[src/rtl/usb_tx_bit_timer_pkg.sv]
// Shared types and constants for the USB full-speed transmit bit timer.
// Line states are encoded as {d_plus, d_minus}.
package usb_tx_pkg;

  typedef enum logic [2:0] {
    IDLE    = 3'd0,
    SYNC    = 3'd1,
    DATA    = 3'd2,
    EOP_SE0 = 3'd3,
    EOP_J   = 3'd4
  } tx_state_t;

  localparam logic [7:0] SYNC_BYTE    = 8'h80;
  localparam int         EOP_SE0_BITS = 2;

  localparam logic [1:0] LINE_J   = 2'b10;
  localparam logic [1:0] LINE_K   = 2'b01;
  localparam logic [1:0] LINE_SE0 = 2'b00;

  // NRZI: a 0 toggles between J and K, a 1 holds the current level.
  function automatic logic [1:0] nrzi_next(input logic [1:0] line, input logic bit_val);
    if (bit_val) return line;
    return (line == LINE_J) ? LINE_K : LINE_J;
  endfunction

endpackage

[src/rtl/usb_tx_bit_timer_if.sv]
// Byte handshake and line outputs of the USB TX bit timer.
// Handshake: a byte moves from the packet layer when tx_valid and tx_ready are
// both high in the same cycle; tx_ready is a single-cycle strobe at each byte
// boundary and tx_valid low at that strobe ends the packet.
interface usb_tx_bit_timer_if;
  import usb_tx_pkg::*;

  logic       tx_valid;
  logic [7:0] tx_data;
  logic       tx_ready;
  logic       d_plus;
  logic       d_minus;
  logic       tx_active;
  logic       tx_done;
  tx_state_t  dbg_state;
  logic [3:0] dbg_count;

  modport master (
    output tx_valid, tx_data,
    input  tx_ready, d_plus, d_minus, tx_active, tx_done, dbg_state, dbg_count
  );

  modport slave (
    input  tx_valid, tx_data,
    output tx_ready, d_plus, d_minus, tx_active, tx_done, dbg_state, dbg_count
  );

endinterface

[src/rtl/usb_tx_bit_timer_flex_counter.sv]
// Generic rollover counter: counts 0..rollover_val while enabled, then wraps.
// rollover_flag is high during the cycle in which the terminal count is held.
module flex_counter #(
  parameter int NUM_CNT_BITS = 4
) (
  input  logic                    clk,
  input  logic                    rst,
  input  logic                    clear,
  input  logic                    count_enable,
  input  logic [NUM_CNT_BITS-1:0] rollover_val,
  output logic [NUM_CNT_BITS-1:0] count_out,
  output logic                    rollover_flag
);

  assign rollover_flag = count_enable && !clear && (count_out == rollover_val);

  // Count register: synchronous clear wins over counting.
  always_ff @(posedge clk or posedge rst) begin
    if (rst)               count_out <= '0;
    else if (clear)        count_out <= '0;
    else if (count_enable) count_out <= rollover_flag ? '0 : count_out + 1'b1;
  end

endmodule

[src/rtl/usb_tx_bit_timer.sv]
// USB full-speed transmit bit timer / serializer: SYNC, LSB-first data with
// NRZI encoding, then EOP (SE0, SE0, J). Optional bit stuffing is built when
// the macro USB_TX_BIT_STUFF_EN is defined.
module usb_tx_bit_timer
  import usb_tx_pkg::*;
#(
  parameter int CLKS_PER_BIT = 8
) (
  input  logic                 clk,
  input  logic                 rst,
  usb_tx_bit_timer_if.slave    bus
);

  tx_state_t  state, next_state;
  logic [3:0] bit_count;
  logic       bit_strobe;
  logic [7:0] shift_q;
  logic [7:0] next_shift;
  logic [2:0] bit_idx;
  logic [1:0] line_q;
  logic       data_phase;
  logic       data_strobe;
  logic       boundary;
  logic       stuff_now;
  logic       end_pending;
  logic       stuff_owed;
  logic       stuff_done;

  flex_counter #(.NUM_CNT_BITS(4)) u_bit_cnt (
    .clk          (clk),
    .rst          (rst),
    .clear        (state == IDLE),
    .count_enable (1'b1),
    .rollover_val (4'(CLKS_PER_BIT - 1)),
    .count_out    (bit_count),
    .rollover_flag(bit_strobe)
  );

  assign data_phase  = (state == SYNC) || (state == DATA);
  // data_strobe ends a real data bit; stuff_done ends an inserted stuff bit.
  assign data_strobe = bit_strobe && data_phase && !stuff_now;
  assign stuff_done  = bit_strobe && data_phase && stuff_now;
  assign boundary    = data_strobe && (bit_idx == 3'd7);
  assign next_shift  = (boundary && bus.tx_valid) ? bus.tx_data : {1'b0, shift_q[7:1]};

`ifdef USB_TX_BIT_STUFF_EN
  logic [2:0] ones_cnt;

  // Sixth consecutive 1 (five already counted plus the current bit) owes a stuff bit.
  assign stuff_owed = data_strobe && shift_q[0] && (ones_cnt == 3'd5);

  // Ones counter and stuff-bit tracking; end_pending marks a stuff bit after the last byte.
  always_ff @(posedge clk or posedge rst) begin
    if (rst) begin
      ones_cnt    <= '0;
      stuff_now   <= 1'b0;
      end_pending <= 1'b0;
    end else if (state == IDLE) begin
      ones_cnt    <= '0;
      stuff_now   <= 1'b0;
      end_pending <= 1'b0;
    end else if (stuff_done) begin
      stuff_now   <= 1'b0;
      end_pending <= 1'b0;
    end else if (data_strobe) begin
      if (stuff_owed) begin
        ones_cnt    <= '0;
        stuff_now   <= 1'b1;
        end_pending <= boundary && !bus.tx_valid;
      end else begin
        ones_cnt <= shift_q[0] ? ones_cnt + 3'd1 : 3'd0;
      end
    end
  end
`else
  assign stuff_owed  = 1'b0;
  assign stuff_now   = 1'b0;
  assign end_pending = 1'b0;
`endif

  // State register.
  always_ff @(posedge clk or posedge rst) begin
    if (rst) state <= IDLE;
    else     state <= next_state;
  end

  // Next-state decode, advancing only on bit strobes once a packet is running.
  always_comb begin
    next_state = state;
    case (state)
      IDLE:    if (bus.tx_valid) next_state = SYNC;
      SYNC, DATA: begin
        if (stuff_done && end_pending) next_state = EOP_SE0;
        else if (boundary) begin
          if (bus.tx_valid)     next_state = DATA;
          else if (!stuff_owed) next_state = EOP_SE0;
        end
      end
      EOP_SE0: if (bit_strobe && (bit_idx == 3'(EOP_SE0_BITS - 1))) next_state = EOP_J;
      EOP_J:   if (bit_strobe) next_state = IDLE;
      default: next_state = IDLE;
    endcase
  end

  // Shifter, bit index and registered line level; the line changes only at bit starts.
  always_ff @(posedge clk or posedge rst) begin
    if (rst) begin
      shift_q <= '0;
      bit_idx <= '0;
      line_q  <= LINE_J;
    end else begin
      case (state)
        IDLE: begin
          line_q <= LINE_J;
          if (bus.tx_valid) begin
            shift_q <= SYNC_BYTE;
            bit_idx <= '0;
            line_q  <= nrzi_next(LINE_J, SYNC_BYTE[0]);
          end
        end
        SYNC, DATA: begin
          if (stuff_done) begin
            if (end_pending) begin
              bit_idx <= '0;
              line_q  <= LINE_SE0;
            end else begin
              line_q  <= nrzi_next(line_q, shift_q[0]);
            end
          end else if (data_strobe) begin
            if (boundary && !bus.tx_valid) begin
              bit_idx <= '0;
              line_q  <= stuff_owed ? nrzi_next(line_q, 1'b0) : LINE_SE0;
            end else begin
              shift_q <= next_shift;
              bit_idx <= bit_idx + 3'd1;
              line_q  <= stuff_owed ? nrzi_next(line_q, 1'b0) : nrzi_next(line_q, next_shift[0]);
            end
          end
        end
        EOP_SE0: begin
          if (bit_strobe) begin
            if (bit_idx == 3'(EOP_SE0_BITS - 1)) begin
              bit_idx <= '0;
              line_q  <= LINE_J;
            end else begin
              bit_idx <= bit_idx + 3'd1;
            end
          end
        end
        default: line_q <= LINE_J;
      endcase
    end
  end

  // Handshake and status outputs, decoded from the current state.
  always_comb begin
    bus.tx_ready  = boundary;
    bus.tx_done   = (state == EOP_J) && bit_strobe;
    bus.tx_active = (state != IDLE);
    bus.dbg_state = state;
    bus.dbg_count = bit_count;
  end

  assign bus.d_plus  = line_q[1];
  assign bus.d_minus = line_q[0];

endmodule

[src/flat_wrapper.sv]
// flat-port wrapper written by rule: the top's interface ports become plain ports
module usb_tx_bit_timer_flat import usb_tx_pkg::*;
#(
  parameter int CLKS_PER_BIT = 8
)
  (clk, rst, bus_tx_valid, bus_tx_data, bus_tx_ready, bus_d_plus, bus_d_minus, bus_tx_active, bus_tx_done, bus_dbg_state, bus_dbg_count);
  usb_tx_bit_timer_if bus_i ();
  input  logic clk;
  input  logic rst;
  input wire logic [$bits(bus_i.tx_valid)-1:0] bus_tx_valid;
  input wire logic [$bits(bus_i.tx_data)-1:0] bus_tx_data;
  output wire logic [$bits(bus_i.tx_ready)-1:0] bus_tx_ready;
  output wire logic [$bits(bus_i.d_plus)-1:0] bus_d_plus;
  output wire logic [$bits(bus_i.d_minus)-1:0] bus_d_minus;
  output wire logic [$bits(bus_i.tx_active)-1:0] bus_tx_active;
  output wire logic [$bits(bus_i.tx_done)-1:0] bus_tx_done;
  output wire logic [$bits(bus_i.dbg_state)-1:0] bus_dbg_state;
  output wire logic [$bits(bus_i.dbg_count)-1:0] bus_dbg_count;
  assign bus_i.tx_valid = bus_tx_valid;
  assign bus_i.tx_data = bus_tx_data;
  assign bus_tx_ready = bus_i.tx_ready;
  assign bus_d_plus = bus_i.d_plus;
  assign bus_d_minus = bus_i.d_minus;
  assign bus_tx_active = bus_i.tx_active;
  assign bus_tx_done = bus_i.tx_done;
  assign bus_dbg_state = bus_i.dbg_state;
  assign bus_dbg_count = bus_i.dbg_count;
  usb_tx_bit_timer #(.CLKS_PER_BIT(CLKS_PER_BIT)) u_core (.clk(clk), .rst(rst), .bus(bus_i));
endmodule
[config.mk]
export PLATFORM = sky130hd
export DESIGN_NAME = usb_tx_bit_timer_flat
export DESIGN_NICKNAME = d
export VERILOG_FILES = /design/src/rtl/usb_tx_bit_timer_pkg.sv /design/src/rtl/usb_tx_bit_timer_if.sv /design/src/rtl/usb_tx_bit_timer_flex_counter.sv /design/src/rtl/usb_tx_bit_timer.sv /design/src/flat_wrapper.sv
export SDC_FILE = /design/constraint.sdc
export NUM_CORES = 1
export LEC_CHECK = 0
export CORE_ASPECT_RATIO = 0.75
export CORE_MARGIN = 2
export CORE_UTILIZATION = 45
export DETAILED_ROUTE_END_ITERATION = 10
export PLACE_DENSITY = 0.73
export SLEW_MARGIN = 20
export SYNTH_ARGS = -nofsm -noshare
export SYNTH_HDL_FRONTEND = slang
export SYNTH_SLANG_ARGS = --single-unit
export TNS_END_PERCENT = 5
[constraint.sdc]
create_clock -name clk -period 1.8 [get_ports clk]
set_clock_uncertainty 0.05 [all_clocks]
set_input_delay 0.36 -clock clk [delete_from_list [all_inputs] [get_ports clk]]
set_output_delay 0.36 -clock clk [all_outputs]
set_load 0.01 [all_outputs]
== After elaboration in Yosys (flattened, before gate mapping) ==
Index checks and enable logic that the tools add are counted.

* Output and inout port bits: 12
* Flip-flop bits (word level): 20
* Logic and storage cells: 74

* Reductions and logical operators: 19
* Add/sub/neg operators: 2
* Muxes and demuxes: 31
* Equal/unequal tests: 17

{| class="wikitable"
|+ Operator list
! kind !! number
|-
| $mux W8 || 4
|-
| $mux W3 || 9
|-
| $pmux W8 S2 || 1
|-
| $reduce_and A4 Y1 || 4
|-
| $mux W2 || 7
|-
| $ne A2 B1 Y1 const B || 6
|-
| $pmux W3 S4 || 1
|-
| $pmux W3 S3 || 1
|-
| $mux W4 || 2
|-
| $logic_and A1 B1 Y1 || 7
|-
| $eq A3 B1 Y1 const B || 2
|-
| $eq A3 B2 Y1 const B || 2
|-
| $eq A3 B3 Y1 const B || 2
|-
| $pmux W2 S3 || 1
|-
| $reduce_bool A3 Y1 || 2
|-
| $mux W1 || 5
|-
| $add A4 B1 Y4 const B || 1
|-
| $eq A4 B3 Y1 const B || 1
|-
| $ne A2 B2 Y1 const B || 2
|-
| $ne A4 B4 Y1 const B || 1
|-
| $add A3 B1 Y3 const B || 1
|-
| $logic_not A3 Y1 || 1
|-
| $eq A2 B2 Y1 const B || 1
|-
| $logic_not A1 Y1 || 2
|-
| other kinds (3) || 3
|}

== Logic depth before layout (Yosys ltp) ==
* Word-level depth: 15
* Gate-level depth with buffers: 6
* Gate-level depth less buffers: 6

== Modules after synthesis ==
Synthesis repeated with hierarchy kept, for this count alone.

* Cell total of the unflattened synthesis: 128
* Area total of the unflattened synthesis: 1263.7 sq um

{| class="wikitable"
|+ By module, submodules not included
! module !! cells an instance !! area an instance (sq um) !! instances
|-
| usb_tx_bit_timer || 100 || 968.4 || 1
|-
| flex_counter || 28 || 295.3 || 1
|}

== Worst setup path after synthesis ==
Ideal clock, no wire load.

* Kind: reg-to-reg
* Start point: register u_core.bit_idx[0]
* End point: register u_core.line_q[0]
* Library setup time: 0.128 ns
* Clock period less this slack: 1.807 ns
* Buffers on the path: 0
* Required time: 1.622 ns
* Setup slack: -0.007 ns
* Stages on the path, launching flop included: 7
* Arrival: 1.630 ns
* Cell sequence: dfrtp_1 > ha_1 > ha_1 > nand4b_1 > mux2i_1 > a211oi_2 > mux2_1

* Cells in the longest elaborated chain, start to end: 10
* Elaborated cells between the ends (all ways): 16

{| class="wikitable"
|+ RTL lines
! item !! line !! text
|-
| from (decl) || usb_tx_bit_timer.sv:19 || <nowiki>logic [2:0] bit_idx;</nowiki>
|-
| from (signal assigned) || usb_tx_bit_timer.sv:135 || <nowiki>bit_idx <= bit_idx + 3'd1;</nowiki>
|-
| from (signal assigned) || usb_tx_bit_timer.sv:146 || <nowiki>bit_idx <= bit_idx + 3'd1;</nowiki>
|-
| $eq A3 B3 Y1 || usb_tx_bit_timer.sv:43 || <nowiki>assign boundary = data_strobe && (bit_idx == 3'd7);</nowiki>
|-
| $logic_and A1 B1 Y1 || usb_tx_bit_timer.sv:43 ||
|-
| $logic_and A1 B1 Y1 || usb_tx_bit_timer.sv:44 || <nowiki>assign next_shift = (boundary && bus.tx_valid) ? bus.tx_data : {1'b0, shift_q[7:1]};</nowiki>
|-
| $mux W8 || usb_tx_bit_timer.sv:44 ||
|-
| $mux W1 || usb_tx_bit_timer_pkg.sv:22 || <nowiki>if (bit_val) return line;</nowiki>
|-
| $mux W1 || usb_tx_bit_timer.sv:130 || <nowiki>if (boundary && !bus.tx_valid) begin</nowiki>
|-
| $mux W1 || usb_tx_bit_timer.sv:129 || <nowiki>end else if (data_strobe) begin</nowiki>
|-
| $mux W1 || usb_tx_bit_timer.sv:112 || <nowiki>case (state)</nowiki>
|-
| $ne A4 B4 Y1 (no source line) || n/a ||
|-
| $reduce_and A4 Y1 (no source line) || n/a ||
|-
| to (signal assigned) || usb_tx_bit_timer.sv:118 || <nowiki>line_q <= nrzi_next(LINE_J, SYNC_BYTE[0]);</nowiki>
|-
| to (signal assigned) || usb_tx_bit_timer.sv:127 || <nowiki>line_q <= nrzi_next(line_q, shift_q[0]);</nowiki>
|-
| to (signal assigned) || usb_tx_bit_timer.sv:132 || <nowiki>line_q <= stuff_owed ? nrzi_next(line_q, 1'b0) : LINE_SE0;</nowiki>
|-
| to (decl) || usb_tx_bit_timer.sv:20 || <nowiki>logic [1:0] line_q;</nowiki>
|}

Several ways; a longest one is shown, not always the timed one. The select of a mux whose other input is x is not followed.
A chain may end at the register's enable or synchronous reset.

== Final worst setup path ==
* Start point: register u_core.bit_idx[1]
* End point: register u_core.line_q[0]

The elaborated chain is that of the path after synthesis.

==> load_flow_metrics.sql <==
INSERT INTO impl_metrics (metric_group, metric, value, unit) VALUES
('timing', 'fin_setup_tns', '-0.347', 'ns'),
('timing', 'relSlewSlack', '0.733', ''),
('layout', 'drive_gt1_frac', '0.370', ''),
('critical_path', 'path_max_fanout', '2', ''),
('timing', 'tightestPinTransition', '0.397', 'ns'),
('layout', 'most-common-layout-cells', 'sky130_fd_sc_hd__buf_4, sky130_fd_sc_hd__dfrtp_1, sky130_fd_sc_hd__clkdlybuf4s50_1, sky130_fd_sc_hd__inv_1, sky130_fd_sc_hd__nor2_1', ''),
('floorplanning', 'row_count', '15', ''),
('synthesis', 'mappedNetlistNets', '131', ''),
('grt', 'first_pass_grt_wire_length', '4840', 'um'),
('timing', 'final_period_minus_worst_setup_slack', '1.95', 'ns'),
('grt', 'grt_max_degree', '20', ''),
('floorplanning', 'die_h', '48.0', 'um'),
('critical_path', 'critical_path_class', 'register to register', ''),
('timing', 'achievable_freq', '513', 'MHz'),
('critical_path', 'cp-start-kind', 'register', ''),
('placed_design', 'placement.cell_area', '0.00157', 'mm^2'),
('routing', 'routed_via_density', '5.21', ''),
('timing', 'fin_ws', '-0.148', 'ns'),
('placed_design', 'pre_cts_slack', '-0.148', 'ns'),
('clocking', 'hold_buffers_post_cts', '0', ''),
('flow_run', 'drv.max_cap_violation_count', '0', ''),
('clocking', 'htree_levels', '1', ''),
('synthesis', 'post_synth_num_cell_types', '45', ''),
('routing', 'dr_total_vias', '1037', ''),
('synthesis', 'synthCells', '116', ''),
('floorplanning', 'design.die.area', '0.00300', 'mm^2'),
('clocking', 'numCtsBuffers', '3', ''),
('floorplanning', 'dieWidth', '62.6', 'um'),
('power_and_ir_drop', 'pwr_density_cell', '412', 'mW/mm^2'),
('layout', 'layout.nets', '181', ''),
('synthesis', 'ys_seq_area_frac', '0.411', ''),
('timing', 'post-route-period-util', '1.08', ''),
('timing', 'report.final.setup_viol', '4', ''),
('layout', 'count_of_filler_cells_inserted_in_the_layout', '187', ''),
('critical_path', 'category_of_the_worst_setup_path_capture_point', 'register', ''),
('placed_design', 'io_buffers', '22', ''),
('grt', 'overflow', '0', ''),
('layout', 'multi_input_area', '674', 'um^2'),
('status', 'failing_checks', 'negative setup slack', ''),
('placed_design', 'final_replace_weighted_congestion', '0.870', ''),
('routing', 'remaining_drc_errors', '0', ''),
('synthesis', 'synth_top_cell_area_share', '0.388', ''),
('power_and_ir_drop', 'max-vdd-ir-drop', '323', 'uV'),
('layout', 'antennaDiodeCount', '0', ''),
('timing', 'rsz0062_at_grt', 'yes', ''),
('synthesis', 'synth-edff-count', '0', ''),
('synthesis', 'asr_flop_ratio_synth', '1.00', ''),
('floorplanning', 'coreArea', '0.00236', 'mm^2'),
('synthesis', 'syn_area', '0.00116', 'mm^2'),
('synthesis', 'ys_ff_latch', '19', ''),
('status', 'status', 'finished with violations', ''),
('critical_path', 'setup.reg_to_reg.worst_slack', '-0.15', 'ns'),
('critical_path', 'worst-endpoint-arrival', '2.10', 'ns'),
('clocking', 'clk_pin_slew_worst_paths', '0.12', 'ns'),
('grt', 'antenna_violations_before_repair', '0', ''),
('layout', 'layout.cells.most_common', 'sky130_fd_sc_hd__buf_4', ''),
('critical_path', 'crit_required', '1.95', 'ns'),
('clocking', 'clock_latency_of_the_later_clocked_register_in_the_worst_skew_pair', '0.31', 'ns'),
('layout', 'layout-area-overhead-vs-synth', '45.4', '%'),
('grt', 'track_usage', '0.217', ''),
('timing', 'slew_violations', '0', ''),
('layout', 'postLayoutCoreUtil', '0.713', ''),
('layout', 'seqCellArea', '477', 'um^2'),
('synthesis', 'yosys_warnings', '0', ''),
('synthesis', 'synth_top_cells_by_area', 'sky130_fd_sc_hd__dfrtp_1, sky130_fd_sc_hd__o21ai_2, sky130_fd_sc_hd__ha_1', ''),
('grt', 'first_global_vias', '1046', ''),
('synthesis', 'yosys_top_cell_by_area', 'sky130_fd_sc_hd__dfrtp_1', ''),
('routing', 'wire_per_inst', '14.5', 'um'),
('clocking', 'root_buffer', 'sky130_fd_sc_hd__clkbuf_4', ''),
('routing', 'drtPass1Iterations', '4', ''),
('routing', 'routed_wirelength', '2880', 'um');
[layer usage]
layer,vias up,global-route usage,part of all wire
li1,513,-,-
met1,486,0.285,0.48
met2,32,0.363,0.45
met3,6,0.0565,0.055
met4,0,0.0711,0.021
met5,-,0,0
[state kept, by name, summed over array words and instances (netlist names)]
register	flops
u_core.shift_q	7
u_core.bit_idx	3
u_core.bus.dbg_state	3
u_core.u_bit_cnt.count_out	4
u_core.line_q	2
[layout make-up]
class                           count  share of cell area
Multi-Input combinational cell     82               0.400
Sequential cell                    19               0.283
Timing Repair Buffer               50               0.254
Tap cell                           34              0.0252
Inverter                           10              0.0223
Clock buffer                        3              0.0134
Clock inverter                      1             0.00297
[logic make-up after synthesis]
group,share of synthesized area
AOI/OAI and AO/OA,0.221
xor gates and xnor gates,0.0227
adders and majority gates,0.0432
buffers and inverters,0.0593
DFF,0.411
muxes,0.0367
and+or+nand+nor,0.206
[path summary, 6_finish.rpt]
check,endpoint,from,depth (start not counted)
max,u_core.line_q[0],u_core.bit_idx[1],7
min,u_core.u_bit_cnt.count_out[0],rst,3
max reg2reg,u_core.line_q[0],u_core.bit_idx[1],7
min reg2reg,u_core.shift_q[7],u_core.shift_q[7],1
max in group asynchronous,u_core.line_q[1],rst,3
min in group clk,u_core.shift_q[7],u_core.shift_q[7],1
[what timing repair did]
item | in CTS | in global routing
pin swaps | 3 | 5
setup buffers | 3 | 1
setup endpoints to repair | 10 | 11
resized for setup | 21 | 11
cloned | 0 | 0
[worst max-delay path: stages (launching register included)]
cell	delay [ns]
sky130_fd_sc_hd__dfrtp_1	0.38
sky130_fd_sc_hd__ha_2	0.20
sky130_fd_sc_hd__ha_4	0.13
sky130_fd_sc_hd__nand4b_1	0.13
sky130_fd_sc_hd__buf_4	0.17
sky130_fd_sc_hd__mux2i_1	0.13
sky130_fd_sc_hd__a211oi_2	0.30
sky130_fd_sc_hd__mux2_1	0.34
[cells in the mapped netlist, types with 4 or more instances]
cell,count
sky130_fd_sc_hd__o21ai_1,6
sky130_fd_sc_hd__nor2_1,7
sky130_fd_sc_hd__dfrtp_1,18
sky130_fd_sc_hd__o21ai_2,6
sky130_fd_sc_hd__ha_1,4
sky130_fd_sc_hd__a22oi_1,6
sky130_fd_sc_hd__nand2_1,5
sky130_fd_sc_hd__inv_1,10
[where the power goes]
part	switching (mW)	leakage, nW	internal [mW]
Combinational	0.0157	0.530	0.0212
Sequential	0	0.237	0.427
Clock	0.148	0.0177	0.0832
[per-stage QoR]
stage / power (mW) / std cells / hold WS (ns)
final: 0.694 / 199 / 0.299
after global routing: 0.724 / 199 / 0.345
after CTS: 0.700 / 198 / 0.306
after detailed placement: 0.471 / 191 / 0.435
after global placement: 0.471 / 191 / 0.432
after floorplan: 0.443 / 116 / 0.260
(Power assumes the default switching activity.)
